===== config.mk =====
export PLATFORM = sky130hd
export DESIGN_NAME = peak_search_block
export DESIGN_NICKNAME = d
export VERILOG_FILES = /design/src/rtl/peak_search_block.sv
export SDC_FILE = /design/constraint.sdc
export NUM_CORES = 1
export LEC_CHECK = 0
export ABC_CLOCK_PERIOD_IN_PS = 5600
export CAP_MARGIN = 20
export CORE_UTILIZATION = 55
export DETAILED_ROUTE_END_ITERATION = 10
export GPL_ROUTABILITY_DRIVEN = 0
export PLACE_DENSITY_LB_ADDON = 0.05
export SYNTH_ARGS = -nofsm -noshare
export SYNTH_HDL_FRONTEND = slang
export SYNTH_SLANG_ARGS = --single-unit

===== constraint.sdc =====
create_clock -name clk -period 5.6 [get_ports clk]
set_input_delay 1.12 -clock clk [delete_from_list [all_inputs] [get_ports clk]]
set_output_delay 1.12 -clock clk [all_outputs]
set_load 0.01 [all_outputs]

===== src/rtl/peak_search_block.sv =====
// Per-pixel histogram peak finder: scans every bin of every pixel in the
// histogram RAM after a frame and reports the lowest-index bin with the highest count.
//
// state | meaning
// IDLE  | waiting for histReady
// SCAN  | issuing one RAM read per bin of the current pixel
// DRAIN | last bin's data returning; final compare, latch peak outputs
// DONE  | peakDone strobe; advance to next pixel or end the frame
module peak_search_block #(
    parameter int NB        = 6,
    parameter int COUNT_W   = 16,
    parameter int PIXEL_NUM = 16,
    parameter int PIX_W     = $clog2(PIXEL_NUM),
    parameter int MIN_COUNT = 1
) (
    input  logic                  clk,
    input  logic                  res,
    input  logic                  histReady,
    output logic                  ramRdEn,
    output logic [PIX_W+NB-1:0]   ramAddr,
    input  logic [COUNT_W-1:0]    ramData,
    output logic [NB-1:0]         peakCH,
    output logic [COUNT_W-1:0]    peakCount,
    output logic [PIX_W-1:0]      peakPixel,
    output logic                  peakValid,
    output logic                  peakDone,
    output logic                  busy,
    output logic                  frameDone
);

    localparam int BINS = 2 ** NB;

    typedef enum logic [1:0] {
        IDLE  = 2'd0,
        SCAN  = 2'd1,
        DRAIN = 2'd2,
        DONE  = 2'd3
    } state_t;

    state_t state_q;
    state_t state_d;

    // One extra bit so the last bin is recognised before the counter wraps.
    logic [NB:0]          bin_q;
    logic [PIX_W-1:0]     pix_q;
    logic                 rd_vld_q;
    logic [NB-1:0]        rd_bin_q;
    logic [COUNT_W-1:0]   best_cnt_q;
    logic [COUNT_W-1:0]   best_cnt_d;
    logic [NB-1:0]        best_bin_q;
    logic [NB-1:0]        best_bin_d;
    logic                 last_bin;
    logic                 last_pix;
    logic                 start_pix;
    logic                 upd;

    assign last_bin  = (bin_q == (NB+1)'(BINS - 1));
    assign last_pix  = (pix_q == PIX_W'(PIXEL_NUM - 1));
    assign start_pix = ((state_q == IDLE) && histReady) ||
                       ((state_q == DONE) && !last_pix);

    always_ff @(posedge clk or negedge res) begin
        if (!res) begin
            state_q <= IDLE;
        end else begin
            state_q <= state_d;
        end
    end

    always_comb begin
        state_d = state_q;
        case (state_q)
            IDLE: begin
                if (histReady) begin
                    state_d = SCAN;
                end
            end
            SCAN: begin
                if (last_bin) begin
                    state_d = DRAIN;
                end
            end
            DRAIN: begin
                state_d = DONE;
            end
            DONE: begin
                state_d = last_pix ? IDLE : SCAN;
            end
            default: begin
                state_d = IDLE;
            end
        endcase
    end

    always_comb begin
        ramRdEn   = 1'b0;
        ramAddr   = '0;
        peakDone  = 1'b0;
        frameDone = 1'b0;
        busy      = (state_q != IDLE);
        case (state_q)
            SCAN: begin
                ramRdEn = 1'b1;
                ramAddr = {pix_q, bin_q[NB-1:0]};
            end
            DONE: begin
                peakDone  = 1'b1;
                frameDone = last_pix;
            end
            default: begin
            end
        endcase
    end

    // Strict greater-than keeps the lowest bin on ties.
    always_comb begin
        upd        = rd_vld_q && (ramData > best_cnt_q);
        best_cnt_d = best_cnt_q;
        best_bin_d = best_bin_q;
        if (upd) begin
            best_cnt_d = ramData;
            best_bin_d = rd_bin_q;
        end
    end

    always_ff @(posedge clk or negedge res) begin
        if (!res) begin
            bin_q    <= '0;
            pix_q    <= '0;
            rd_vld_q <= 1'b0;
            rd_bin_q <= '0;
        end else begin
            rd_vld_q <= ramRdEn;
            rd_bin_q <= bin_q[NB-1:0];
            case (state_q)
                IDLE: begin
                    if (histReady) begin
                        pix_q <= '0;
                        bin_q <= '0;
                    end
                end
                SCAN: begin
                    bin_q <= bin_q + (NB+1)'(1);
                end
                DONE: begin
                    bin_q <= '0;
                    if (!last_pix) begin
                        pix_q <= pix_q + PIX_W'(1);
                    end
                end
                default: begin
                end
            endcase
        end
    end

    always_ff @(posedge clk or negedge res) begin
        if (!res) begin
            best_cnt_q <= '0;
            best_bin_q <= '0;
        end else if (start_pix) begin
            best_cnt_q <= '0;
            best_bin_q <= '0;
        end else begin
            best_cnt_q <= best_cnt_d;
            best_bin_q <= best_bin_d;
        end
    end

    // Latched from the post-compare values so the final bin is included.
    always_ff @(posedge clk or negedge res) begin
        if (!res) begin
            peakCH    <= '0;
            peakCount <= '0;
            peakPixel <= '0;
            peakValid <= 1'b0;
        end else if (state_q == DRAIN) begin
            peakCH    <= best_bin_d;
            peakCount <= best_cnt_d;
            peakPixel <= pix_q;
            peakValid <= (best_cnt_d >= COUNT_W'(MIN_COUNT));
        end
    end

endmodule


==> impl_metrics.tcl <==
set metrics [dict create \
    max-slew-margin-rel_pct 43.0 \
    finalSetupViolCount 0 \
    post_synth_num_cell_types 47 \
    tritoncts "built" \
    first_iter_violations 222 \
    timing.fmax_mhz 288 \
    sw_power_mw 0.927 \
    timing.final.crit_share_pct 61.9 \
    timing.max_cap.violations 0 \
    fillerInstances 552 \
    timing.hold.ws_ps 462 \
    cts_buffers 9 \
    clk_root_buffer_cell "sky130_fd_sc_hd__clkbuf_8" \
    detailedPlacementHpwl_mm 6.09 \
    finalSetupTns_ps 0 \
    static_leak_nw 1.94 \
    num_antenna_cells 0 \
    instances_no_fill 536 \
    hold_path.class "register to register" \
    grt.total_usage_pct 26.8 \
    dieArea_sq_um 7340 \
    grt_setup_unrepaired "false" \
    wl_mm 9.12 \
    floorplan.initialDensity_pct 56.6 \
    p_int_mw 1.38 \
    area_growth_syn_to_layout_pct 21.3 \
    ys_seq_area_share_pct 44.9 \
    via_count 3317 \
    layout.cells.most_common_list "69 x sky130_fd_sc_hd__dfrtp_1, 58 x sky130_fd_sc_hd__clkdlybuf4s50_1, 33 x sky130_fd_sc_hd__nand2_1" \
    hold_buffers 0 \
    cts_buffer_depth 2 \
    run_status "finished with violations" \
    share_seq_of_total_power_pct 34.4 \
    fp.dieH_um 85.7 \
    synth_nets 429 \
    fp.coreArea_sq_um 6790 \
    globalRouteOverflowTotal 0 \
    post-place-cells 520 \
    grt_pass1_wl_mm 15.5 \
    power.switching_fraction_pct 40.1 \
    drc_errors_left 1 \
    synth_area_per_cell_sq_um 9.94 \
    timing.setup.critical_path_class "input pin to register" \
    synthFlopType "sky130_fd_sc_hd__dfrtp_1" \
    finalHoldViolations 0 \
    finalClockSkew_ps 9.11 \
    first_global_vias 3218 \
    synth_edf_count 0 \
    critical_path_arrival_ps 3700 \
    mostFrequentLayoutCell "sky130_fd_sc_hd__dfrtp_1" \
    mappedNetlistArea_sq_um 3850 \
    tightest_slew_ps 855 \
    synth_async_sr_flop_share_pct 100 \
    drt_pre_antenna_iters 8 \
    drt.antenna.violating_nets 0 \
    num_rows 30 \
    critical_path_required_ps 5830 \
    violations_in_the_final_reports "DRC" \
    width_of_the_chip_um 85.7 \
    ctsResizeCount 0 \
    utilization_pct 68.7 \
    routed_wire_length_per_instance_um 17.0 \
    clock_sink_total 69 \
    postSynthRegisterBits 69 \
    htree_levels 3 \
    power.share.clock_pct 17.5 \
    crit_path_max_fanout 20 \
    worst_skew_pair.late_latency_ps 340 \
    powerDensity_nw_per_um2 495 \
    p_comb_share_pct 48.1 \
    post_synth_inst_count 387 \
    fin_nets 477 \
    slew_violations 0 \
    endpoint_kind "register" \
    share_of_layout_cells_above_drive_strength_1_pct 8.86 \
    cts.repair_timing.setup_buffer_count 0 \
    finalCriticalPeriod_ps 3470 \
    vdd_ir_drop_max_mv 0.296 \
    number_of_antenna_violations_at_the_first_check_in_global_routing 0 \
    portBuffers 59 \
    critPathLaunchType "input pin" \
    pin_count 60 \
    yosys_warnings 0 \
    clkSlewWorstSetupHoldPaths_ps 70 \
    route.detailed.vias_per_inst 6.19 \
    grt_start_max_net_pins 68 \
]
## routing by layer
layer / wire length (um) / vias up / GRT usage [%]
met1: 4120 / 1582 / 35.0
met4: 164 / 0 / 9.70
li1: - / 1582 / -
met3: 530 / 18 / 7.12
met2: 4300 / 135 / 43.2
met5: 0 / - / 0
## worst paths after layout
check | startpoint | to | depth (start not counted) | slack [ps]
worst max-delay path | ramData[15] | peakValid$_DFFE_PN0N_ | 7 | 2130
worst min-delay path | bin_q[1]$_DFFE_PN0P_ | rd_bin_q[1]$_DFF_PN0_ | 0 | 460
worst max register to register | best_cnt_q[14]$_DFF_PN0_ | peakValid$_DFFE_PN0N_ | 7 | 2990
worst min register to register | bin_q[1]$_DFFE_PN0P_ | rd_bin_q[1]$_DFF_PN0_ | 0 | 460
max in group asynchronous | res | rd_bin_q[0]$_DFF_PN0_ | 2 | 4020
min in group asynchronous | res | peakCount[3]$_DFFE_PN0N_ | 1 | 550
## sequential cells by signal, summed over array words and instances, names as in the netlist
| signal | count |
|---|---|
| best_cnt_q | 16 |
| peakPixel | 4 |
| peakCH | 6 |
| peakValid | 1 |
| rd_bin_q | 6 |
| bin_q | 7 |
| rd_vld_q | 1 |
| pix_q | 4 |
| best_bin_q | 6 |
| state_q | 2 |
| peakCount | 16 |
## cell type report
type | count | area, sq um | area share [%]
clock inverter | 4 | 47.5 | 1.02
inverter | 22 | 82.6 | 1.77
timing repair buffer | 65 | 631 | 13.5
sequential | 69 | 1730 | 37.0
tap | 96 | 120 | 2.57
multi-input combinational | 268 | 1910 | 41.0
clock buffer | 12 | 145 | 3.11
## Yosys cell counts, drive strengths merged, types with 4 or more instances
master   n  share of area [%]
ha      23                7.5
inv     22                2.1
a21boi   7                1.4
nand2   33                3.2
a22o     5                1.1
a21oi   31                4.0
nand4    7                1.6
dfrtp   69                 45
o311ai  23                5.4
nor3     4               0.52
mux2     5                1.5
and2    11                1.9
a41oi    7                1.6
o32a    15                3.9
buf      9                2.0
nor4     9                1.5
o21ai    7               0.91
a31oi   24                4.1
nor2    25                2.4
clkbuf  19                1.9
## through the flow
step / total power [mW] / setup WS, ps / cell area (sq um)
after floorplan: 1.51 / 2640 / 3850
after global placement: 1.89 / 1890 / 4470
after detailed placement: 1.91 / 1780 / 4470
after CTS: 2.32 / 2140 / 4670
after global routing: 2.49 / 2030 / 4670
final: 2.31 / 2130 / 4670
## power by group through the flow
stage	combinational, mW	clock [mW]	sequential [mW]
2_1_floorplan	0.689	0	0.820
3_3_place_gp	1.09	0	0.800
3_5_place_dp	1.11	0	0.804
4_1_cts	1.11	0.412	0.796
5_1_grt	1.24	0.437	0.818
6_report	1.11	0.404	0.795
## critical path, stage by stage
cell	delay (ps)
sky130_fd_sc_hd__clkdlybuf4s50_1	480
sky130_fd_sc_hd__ha_1	370
sky130_fd_sc_hd__nand4_2	220
sky130_fd_sc_hd__o2bb2ai_2	680
sky130_fd_sc_hd__buf_4	370
sky130_fd_sc_hd__o311ai_0	170
sky130_fd_sc_hd__a31o_2	280
## kinds of logic (layout without fill, tap and decap cells)
family,Yosys count,after routing,synth area share (%)
compound gates,137,137,26.4
simple gates,100,100,13.0
flops,69,69,44.9
buf+inv,50,103,5.95
fa+ha+maj,23,23,7.48
mux,8,8,2.24
Power figures use the tool's default switching activity.
